## src/rtl/clock_phase_monitor_if.sv

```systemverilog
// ---------------------------------------------------------------------------
// clock_phase_monitor_if
//   Bundles the phase inputs, error clear and status outputs of the
//   clock phase monitor so they travel as one port.
//
//   master modport : drives phase_a / phase_b / err_clr, observes status
//   slave  modport : the monitor itself
//
//   phase_a      0 deg divided clock (asynchronous to clk)
//   phase_b      90 deg divided clock (asynchronous to clk)
//   err_clr      synchronous clear of the sticky error flag
//   phase        decoded phase index 0..3
//   tick         one-clk pulse at the start of each processor cycle
//   running      phases advancing legally
//   locked       sequence validated (running or halted)
//   cycle_count  completed processor cycles, wraps
//   err          sticky illegal-sequence flag
// ---------------------------------------------------------------------------
interface clock_phase_monitor_if #(
  parameter int CNT_WIDTH = 16
);
  logic                 phase_a;
  logic                 phase_b;
  logic                 err_clr;
  logic [1:0]           phase;
  logic                 tick;
  logic                 running;
  logic                 locked;
  logic [CNT_WIDTH-1:0] cycle_count;
  logic                 err;

  modport master (
    output phase_a, phase_b, err_clr,
    input  phase, tick, running, locked, cycle_count, err
  );

  modport slave (
    input  phase_a, phase_b, err_clr,
    output phase, tick, running, locked, cycle_count, err
  );
endinterface

```

## src/rtl/clock_phase_monitor.sv

```systemverilog
// ---------------------------------------------------------------------------
// clock_phase_monitor
//   Receiver for the four-phase clock generator. Synchronises the two
//   quadrature phase clocks into the clk domain, decodes the phase index,
//   classifies each change as forward / backward / skip, and tracks a
//   SYNC / RUN / HALT state. Counts completed processor cycles (3->0 steps
//   while locked) and raises a sticky error on illegal sequences.
//
//   clk    fast sampling clock
//   reset  asynchronous active-low reset
//   bus    clock_phase_monitor_if.slave (phase inputs, err_clr, status)
// ---------------------------------------------------------------------------
module clock_phase_monitor #(
  parameter int SYNC_STAGES = 2,
  parameter int STALL_LIMIT = 16,
  parameter int CNT_WIDTH   = 16
) (
  input  logic                  clk,
  input  logic                  reset,
  clock_phase_monitor_if.slave  bus
);

  typedef enum logic [1:0] {
    ST_SYNC = 2'd0,
    ST_RUN  = 2'd1,
    ST_HALT = 2'd2
  } state_t;

  localparam logic [7:0] STALL_MAX = 8'(STALL_LIMIT);

  logic [SYNC_STAGES-1:0] r_sync_a;
  logic [SYNC_STAGES-1:0] r_sync_b;
  logic [1:0]             r_phase;     // last decoded index seen
  state_t                 r_state;
  logic                   r_fwd_seen;  // one forward step already seen in SYNC
  logic [7:0]             r_stall;
  logic                   r_tick;
  logic [CNT_WIDTH-1:0]   r_count;
  logic                   r_err;

  logic [1:0]             w_idx;
  logic [1:0]             w_step;
  logic                   w_fwd;
  logic                   w_illegal;
  state_t                 w_state_next;
  logic                   w_fwd_seen_next;
  logic [7:0]             w_stall_next;
  logic                   w_tick_next;
  logic                   w_err_set;

  // NOTE: the synchronisers are reset too, so the first decoded index after
  // reset is a defined 0 rather than whatever metastable value settled.
  always_ff @(posedge clk or negedge reset) begin
    if (!reset) begin
      r_sync_a <= '0;
      r_sync_b <= '0;
    end else begin
      // NOTE: non-blocking assignments make every flop sample the old value
      // of its predecessor, which is what turns this into a shift chain.
      r_sync_a <= {r_sync_a[SYNC_STAGES-2:0], bus.phase_a};
      r_sync_b <= {r_sync_b[SYNC_STAGES-2:0], bus.phase_b};
    end
  end

  // Gray decode of the synchronised pair: 00->0, 10->1, 11->2, 01->3.
  always_comb begin
    case ({r_sync_a[SYNC_STAGES-1], r_sync_b[SYNC_STAGES-1]})
      2'b00:   w_idx = 2'd0;
      2'b10:   w_idx = 2'd1;
      2'b11:   w_idx = 2'd2;
      default: w_idx = 2'd3;
    endcase
  end

  // Modulo-4 difference: 0 none, 1 forward, 3 backward, 2 skip (both bits).
  assign w_step    = w_idx - r_phase;
  assign w_fwd     = (w_step == 2'd1);
  assign w_illegal = (w_step == 2'd2) || (w_step == 2'd3);

  always_comb begin
    // NOTE: every output of this block gets a default first so no path
    // through the case leaves a variable unassigned (no latch).
    w_state_next    = r_state;
    w_fwd_seen_next = r_fwd_seen;
    w_stall_next    = r_stall;
    w_tick_next     = 1'b0;
    w_err_set       = 1'b0;

    case (r_state)
      ST_SYNC: begin
        w_stall_next = '0;
        if (w_illegal) begin
          w_fwd_seen_next = 1'b0;
        end else if (w_fwd) begin
          if (r_fwd_seen) begin
            w_state_next    = ST_RUN;
            w_fwd_seen_next = 1'b0;
          end else begin
            w_fwd_seen_next = 1'b1;
          end
        end
      end

      ST_RUN, ST_HALT: begin
        if (w_illegal) begin
          w_err_set    = 1'b1;
          w_state_next = ST_SYNC;
          w_stall_next = '0;
        end else if (w_fwd) begin
          w_state_next = ST_RUN;
          w_stall_next = '0;
          // Wrapping 3->0 marks the start of a new processor cycle.
          w_tick_next  = (r_phase == 2'd3);
        end else begin
          if (r_stall != STALL_MAX) w_stall_next = r_stall + 8'd1;
          if (r_state == ST_RUN && w_stall_next == STALL_MAX) w_state_next = ST_HALT;
        end
      end

      default: w_state_next = ST_SYNC;
    endcase
  end

  always_ff @(posedge clk or negedge reset) begin
    if (!reset) begin
      r_phase    <= 2'd0;
      r_state    <= ST_SYNC;
      r_fwd_seen <= 1'b0;
      r_stall    <= '0;
      r_tick     <= 1'b0;
      r_count    <= '0;
      r_err      <= 1'b0;
    end else begin
      r_phase    <= w_idx;
      r_state    <= w_state_next;
      r_fwd_seen <= w_fwd_seen_next;
      r_stall    <= w_stall_next;
      r_tick     <= w_tick_next;
      if (w_tick_next) r_count <= r_count + 1'b1;
      // A new error outranks a simultaneous clear.
      if (w_err_set)        r_err <= 1'b1;
      else if (bus.err_clr) r_err <= 1'b0;
    end
  end

  assign bus.phase       = r_phase;
  assign bus.tick        = r_tick;
  assign bus.running     = (r_state == ST_RUN);
  assign bus.locked      = (r_state != ST_SYNC);
  assign bus.cycle_count = r_count;
  assign bus.err         = r_err;

endmodule

```

## src/flat_wrapper.sv

```systemverilog
// flat-port wrapper written by rule: the top's interface ports become plain ports
module clock_phase_monitor_flat 
#(
  parameter int SYNC_STAGES = 2,
  parameter int STALL_LIMIT = 16,
  parameter int CNT_WIDTH   = 16
)
  (clk, reset, bus_phase_a, bus_phase_b, bus_err_clr, bus_phase, bus_tick, bus_running, bus_locked, bus_cycle_count, bus_err);
  clock_phase_monitor_if #(.CNT_WIDTH(CNT_WIDTH)) bus_i ();
  input  logic clk;
  input  logic reset;
  input wire logic [$bits(bus_i.phase_a)-1:0] bus_phase_a;
  input wire logic [$bits(bus_i.phase_b)-1:0] bus_phase_b;
  input wire logic [$bits(bus_i.err_clr)-1:0] bus_err_clr;
  output wire logic [$bits(bus_i.phase)-1:0] bus_phase;
  output wire logic [$bits(bus_i.tick)-1:0] bus_tick;
  output wire logic [$bits(bus_i.running)-1:0] bus_running;
  output wire logic [$bits(bus_i.locked)-1:0] bus_locked;
  output wire logic [$bits(bus_i.cycle_count)-1:0] bus_cycle_count;
  output wire logic [$bits(bus_i.err)-1:0] bus_err;
  assign bus_i.phase_a = bus_phase_a;
  assign bus_i.phase_b = bus_phase_b;
  assign bus_i.err_clr = bus_err_clr;
  assign bus_phase = bus_i.phase;
  assign bus_tick = bus_i.tick;
  assign bus_running = bus_i.running;
  assign bus_locked = bus_i.locked;
  assign bus_cycle_count = bus_i.cycle_count;
  assign bus_err = bus_i.err;
  clock_phase_monitor #(.SYNC_STAGES(SYNC_STAGES), .STALL_LIMIT(STALL_LIMIT), .CNT_WIDTH(CNT_WIDTH)) u_core (.clk(clk), .reset(reset), .bus(bus_i));
endmodule
```

## config.mk

```make
export PLATFORM = sky130hd
export DESIGN_NAME = clock_phase_monitor_flat
export DESIGN_NICKNAME = d
export VERILOG_FILES = /design/src/rtl/clock_phase_monitor_if.sv /design/src/rtl/clock_phase_monitor.sv /design/src/flat_wrapper.sv
export SDC_FILE = /design/constraint.sdc
export NUM_CORES = 1
export LEC_CHECK = 0
export BUFFER_PORTS_ARGS = -buffer_cell sky130_fd_sc_hd__buf_4
export CORE_MARGIN = 2
export CORE_UTILIZATION = 50
export DETAILED_ROUTE_END_ITERATION = 8
export GPL_TIMING_DRIVEN = 1
export PLACE_DENSITY_LB_ADDON = 0.3
export SLEW_MARGIN = 20
export SYNTH_ARGS = -nofsm -noshare
export SYNTH_HDL_FRONTEND = slang
export SYNTH_SLANG_ARGS = --single-unit
```

## constraint.sdc

```tcl
create_clock -name clk -period 2.3 [get_ports clk]
set_clock_uncertainty 0.05 [all_clocks]
set_input_delay 0.115 -clock clk [delete_from_list [all_inputs] [get_ports clk]]
set_output_delay 0.115 -clock clk [all_outputs]
set_load 0.01 [all_outputs]
```

==> impl_metrics.env <==
export IMPL_clockRootBuffer="clkbuf_4"
export IMPL_start_kind="flop"
export IMPL_worstMarginPinSlew_ns=0.435
export IMPL_dr_wl_met2_um=1960
export IMPL_io_buffers=26
export IMPL_grt_overflow_total=0
export IMPL_first_iter_violations=66
export IMPL_power_density_mw_per_mm2=732
export IMPL_crit_fanout=4
export IMPL_pin_count=27
export IMPL_finalMaxSlewViolations=0
export IMPL_endpoint_kind="flop"
export IMPL_internal_power_uw=1120
export IMPL_core_area_mm2=0.00339
export IMPL_h_tree_depth=2
export IMPL_hold_class="primary input to asynchronous set/reset pin"
export IMPL_ff2ff_path_depth=7
export IMPL_ys_seq_area_frac=0.491
export IMPL_drive_gt1_frac=0.308
export IMPL_dr_wl_met3_um=180
export IMPL_worst_slack_ns=0.0287
export IMPL_p_comb_frac=0.368
export IMPL_hpwlAfterDp_um=2690
export IMPL_maxCapViolCount=0
export IMPL_ant_nets=0
export IMPL_clkPwrFrac=0.190
export IMPL_top_layer_used="met4"
export IMPL_arrival_ns=2.49
export IMPL_switching_power_uw=572
export IMPL_drc=0
export IMPL_path_clk_slew_ns=0.10
export IMPL_clk_latency_ns=0.34
export IMPL_tritoncts="yes"
export IMPL_synth_area_per_cell_um2=10.5
export IMPL_numCtsBuffers=5
export IMPL_fmax_ghz=0.440
export IMPL_numClockSinks=35
export IMPL_critical_path_cell_chain="inv_1 -> ha_1 -> nand3b_1 -> o31a_1 -> or4b_1 -> a21oi_4 -> mux2i_1"
export IMPL_final_nets=235
export IMPL_grt_pass1_vias=1450
export IMPL_run_status="complete, no violations"
export IMPL_p_leak_uw=0.00113
export IMPL_grt_pass1_wl_um=6290
export IMPL_num_antenna_cells=0
export IMPL_dieWidth_um=63.7
export IMPL_synth_cell_types=40
export IMPL_area_delta_synth_final_pct=29.3
export IMPL_ff2ff_setup_slack_ns=0.03
export IMPL_critical_path_max_stage_delay_ns=0.58
export IMPL_whs_ns=0.197
export IMPL_dieArea_mm2=0.00406
export IMPL_num_vias=1504
export IMPL_grt_total_usage=0.202
export IMPL_final_setup_viol_count=0
export IMPL_peakVddDrop_uv=587
export IMPL_antenna_found_initial=0
export IMPL_relSlewSlack=0.710
export IMPL_fill_cells=248
export IMPL_synth_nets=185
export IMPL_gp_congestion=0.868
export IMPL_drt_met1_wl_um=1580
export IMPL_rr_endpoint="u_core.r_state[1]$_DFFE_PN0P_"
export IMPL_period_minus_slack_ns=2.27
export IMPL_wirelength_um=3820
export IMPL_start_util=0.526
export IMPL_mappedNetlistArea_mm2=0.00178
export IMPL_slowest_stage="or4b_1"
export IMPL_yosysWarningCount=0
export IMPL_period_share=0.988
export IMPL_seq_power_share=0.442
export IMPL_finalHoldViolations=0
export IMPL_grt_max_degree=36
export IMPL_yosys_register_bits=35
export IMPL_r2r_start="u_core.r_stall[1]$_DFFE_PN0P_"
export IMPL_drt_wirelength_per_cell_um=14.3
export IMPL_worstPathRequired_ns=2.52
export IMPL_sw_frac_of_total=0.339
export IMPL_syn_inst=170
export IMPL_dp_slack_ns=-0.0760
export IMPL_die_h_um=63.7
export IMPL_num_rows=21
export IMPL_dr_pass1_iters=4
export IMPL_clock_path_buffers=2
export IMPL_vias_per_cell=5.63
export IMPL_path_class="flop to flop"
worst max-delay path by stage:
stage | startpoint | to | cells past startpoint
4_1_cts | u_core.r_sync_b[1]$_DFF_PN0_ | u_core.r_state[1]$_DFFE_PN0P_ | 7
2_1_floorplan | u_core.r_sync_b[1]$_DFF_PN0_ | u_core.r_stall[5]$_DFFE_PN0P_ | 7
3_3_place_gp | u_core.r_sync_b[1]$_DFF_PN0_ | u_core.r_state[1]$_DFFE_PN0P_ | 7
6_report | u_core.r_stall[1]$_DFFE_PN0P_ | u_core.r_state[1]$_DFFE_PN0P_ | 7
5_1_grt | u_core.r_sync_b[1]$_DFF_PN0_ | u_core.r_state[0]$_DFFE_PN0P_ | 9
3_5_place_dp | u_core.r_sync_b[1]$_DFF_PN0_ | u_core.r_stall[5]$_DFFE_PN0P_ | 8
routing by layer:
layer  global-route usage  vias up
met2                0.334       45
met3               0.0571       15
li1                     -      696
met1                0.237      748
met5                    0        -
met4                0.106        0
worst max-delay path, delay by kind of cell, from the launching register on:
kind / cells / cell delay (ns)
muxes: 1 / 0.19
and+or+nand+nor: 2 / 0.75
AOI/OAI and AO/OA: 2 / 0.44
buffers and inverters: 1 / 0.08
DFF: 1 / 0.41
adders and majority gates: 1 / 0.30
layout make-up:
type                            count  area (µm²)  share of cell area
Timing Repair Buffer               48         370               0.161
Multi-Input combinational cell    120         913               0.396
Clock inverter                      1        5.00             0.00217
Tap cell                           46        57.6              0.0250
Clock buffer                        7        45.0              0.0195
Inverter                           10        37.5              0.0163
Sequential cell                    35         876               0.380
cell usage after synthesis, drive strengths merged:
library cell  instances  area share
nand2                11       0.023
o41ai                 1      0.0049
nand4bb               1      0.0063
a22o                  1      0.0049
nor2                 12       0.025
inv                  10       0.021
or3                   2      0.0070
xor3                  1       0.014
or4                   1      0.0042
and4                  1      0.0049
o21bai                1      0.0042
and3                  6       0.021
a21oi                 3      0.0084
mux2                  2       0.013
dfrtp                35        0.49
a32o                  1      0.0056
mux2i                 1      0.0056
buf                   2      0.0084
nand3b                3       0.013
xor2                  9       0.044
nor4                  2      0.0070
a21o                  1      0.0042
or3b                  1      0.0049
nor3b                 1      0.0042
nand4                 3       0.011
nor4b                 1      0.0049
clkbuf                3      0.0063
ha                   10       0.070
nand4b                1      0.0049
nor3                  5       0.014
o31ai                 1      0.0042
or4b                  1      0.0056
or2                   1      0.0035
o2bb2ai               1      0.0049
o31a                  1      0.0049
o21ai                11       0.031
a311oi                1      0.0049
xnor2                10       0.049
nand3                11       0.031
flip-flops by register name, indices dropped and copies added (netlist names):
signal                  flops
u_core.bus.cycle_count     16
u_core.r_stall              8
u_core.bus.phase            2
u_core.r_state              2
u_core.r_sync_a             2
u_core.r_sync_b             2
u_core.bus.err              1
u_core.bus.tick             1
u_core.r_fwd_seen           1
through the flow:
stage,cells,power [µW],utilization,instance area [µm²],TNS [ns]
6_report,267,1690,0.680,2300,0
3_3_place_gp,250,1270,0.625,2120,0
5_1_grt,267,1810,0.680,2300,-0.0590
4_1_cts,265,1650,0.660,2240,0
3_5_place_dp,250,1310,0.625,2120,-0.150
2_1_floorplan,170,1080,-,1790,-0.0952
layout by cell type, fill, tap and decap left out, types with 8 or more instances in the layout:
cell | netlist | layout
inv_1 | 10 | 10
nand3_1 | 11 | 11
nand2_1 | 11 | 11
buf_4 | 0 | 44
xnor2_1 | 10 | 10
dfrtp_1 | 35 | 35
o21ai_0 | 11 | 10
ha_1 | 10 | 8
xor2_1 | 9 | 9
nor2_1 | 12 | 10
repair_timing:
| item | in CTS | in global routing |
|---|---|---|
| endpoints found under the hold margin | 38 | 0 |
| endpoints found under the setup margin | 4 | 14 |
| gates cloned | 0 | 0 |
| hold buffers | 4 | 0 |
| pin swaps | 0 | 2 |
| resized for setup | 2 | 13 |
| buffers inserted | 3 | 2 |
power groups by stage:
stage,Sequential [µW],Combinational (µW),Clock [µW]
floorplan,766,312,0
detailed placement,758,548,0
CTS,745,579,326
finish,746,621,321
global route,755,686,365
global placement,752,523,0
kinds of logic (layout without fill, tap and decap cells):
family,after synthesis,in the layout,share of synthesized area
compound gates,23,23,0.0821
xor+xnor,20,20,0.107
fa+ha+maj,10,10,0.0702
buf+inv,15,66,0.0358
flops,35,35,0.491
mux,3,3,0.0182
simple gates,64,64,0.195
Note: power is estimated with default switching activity, not from simulation.
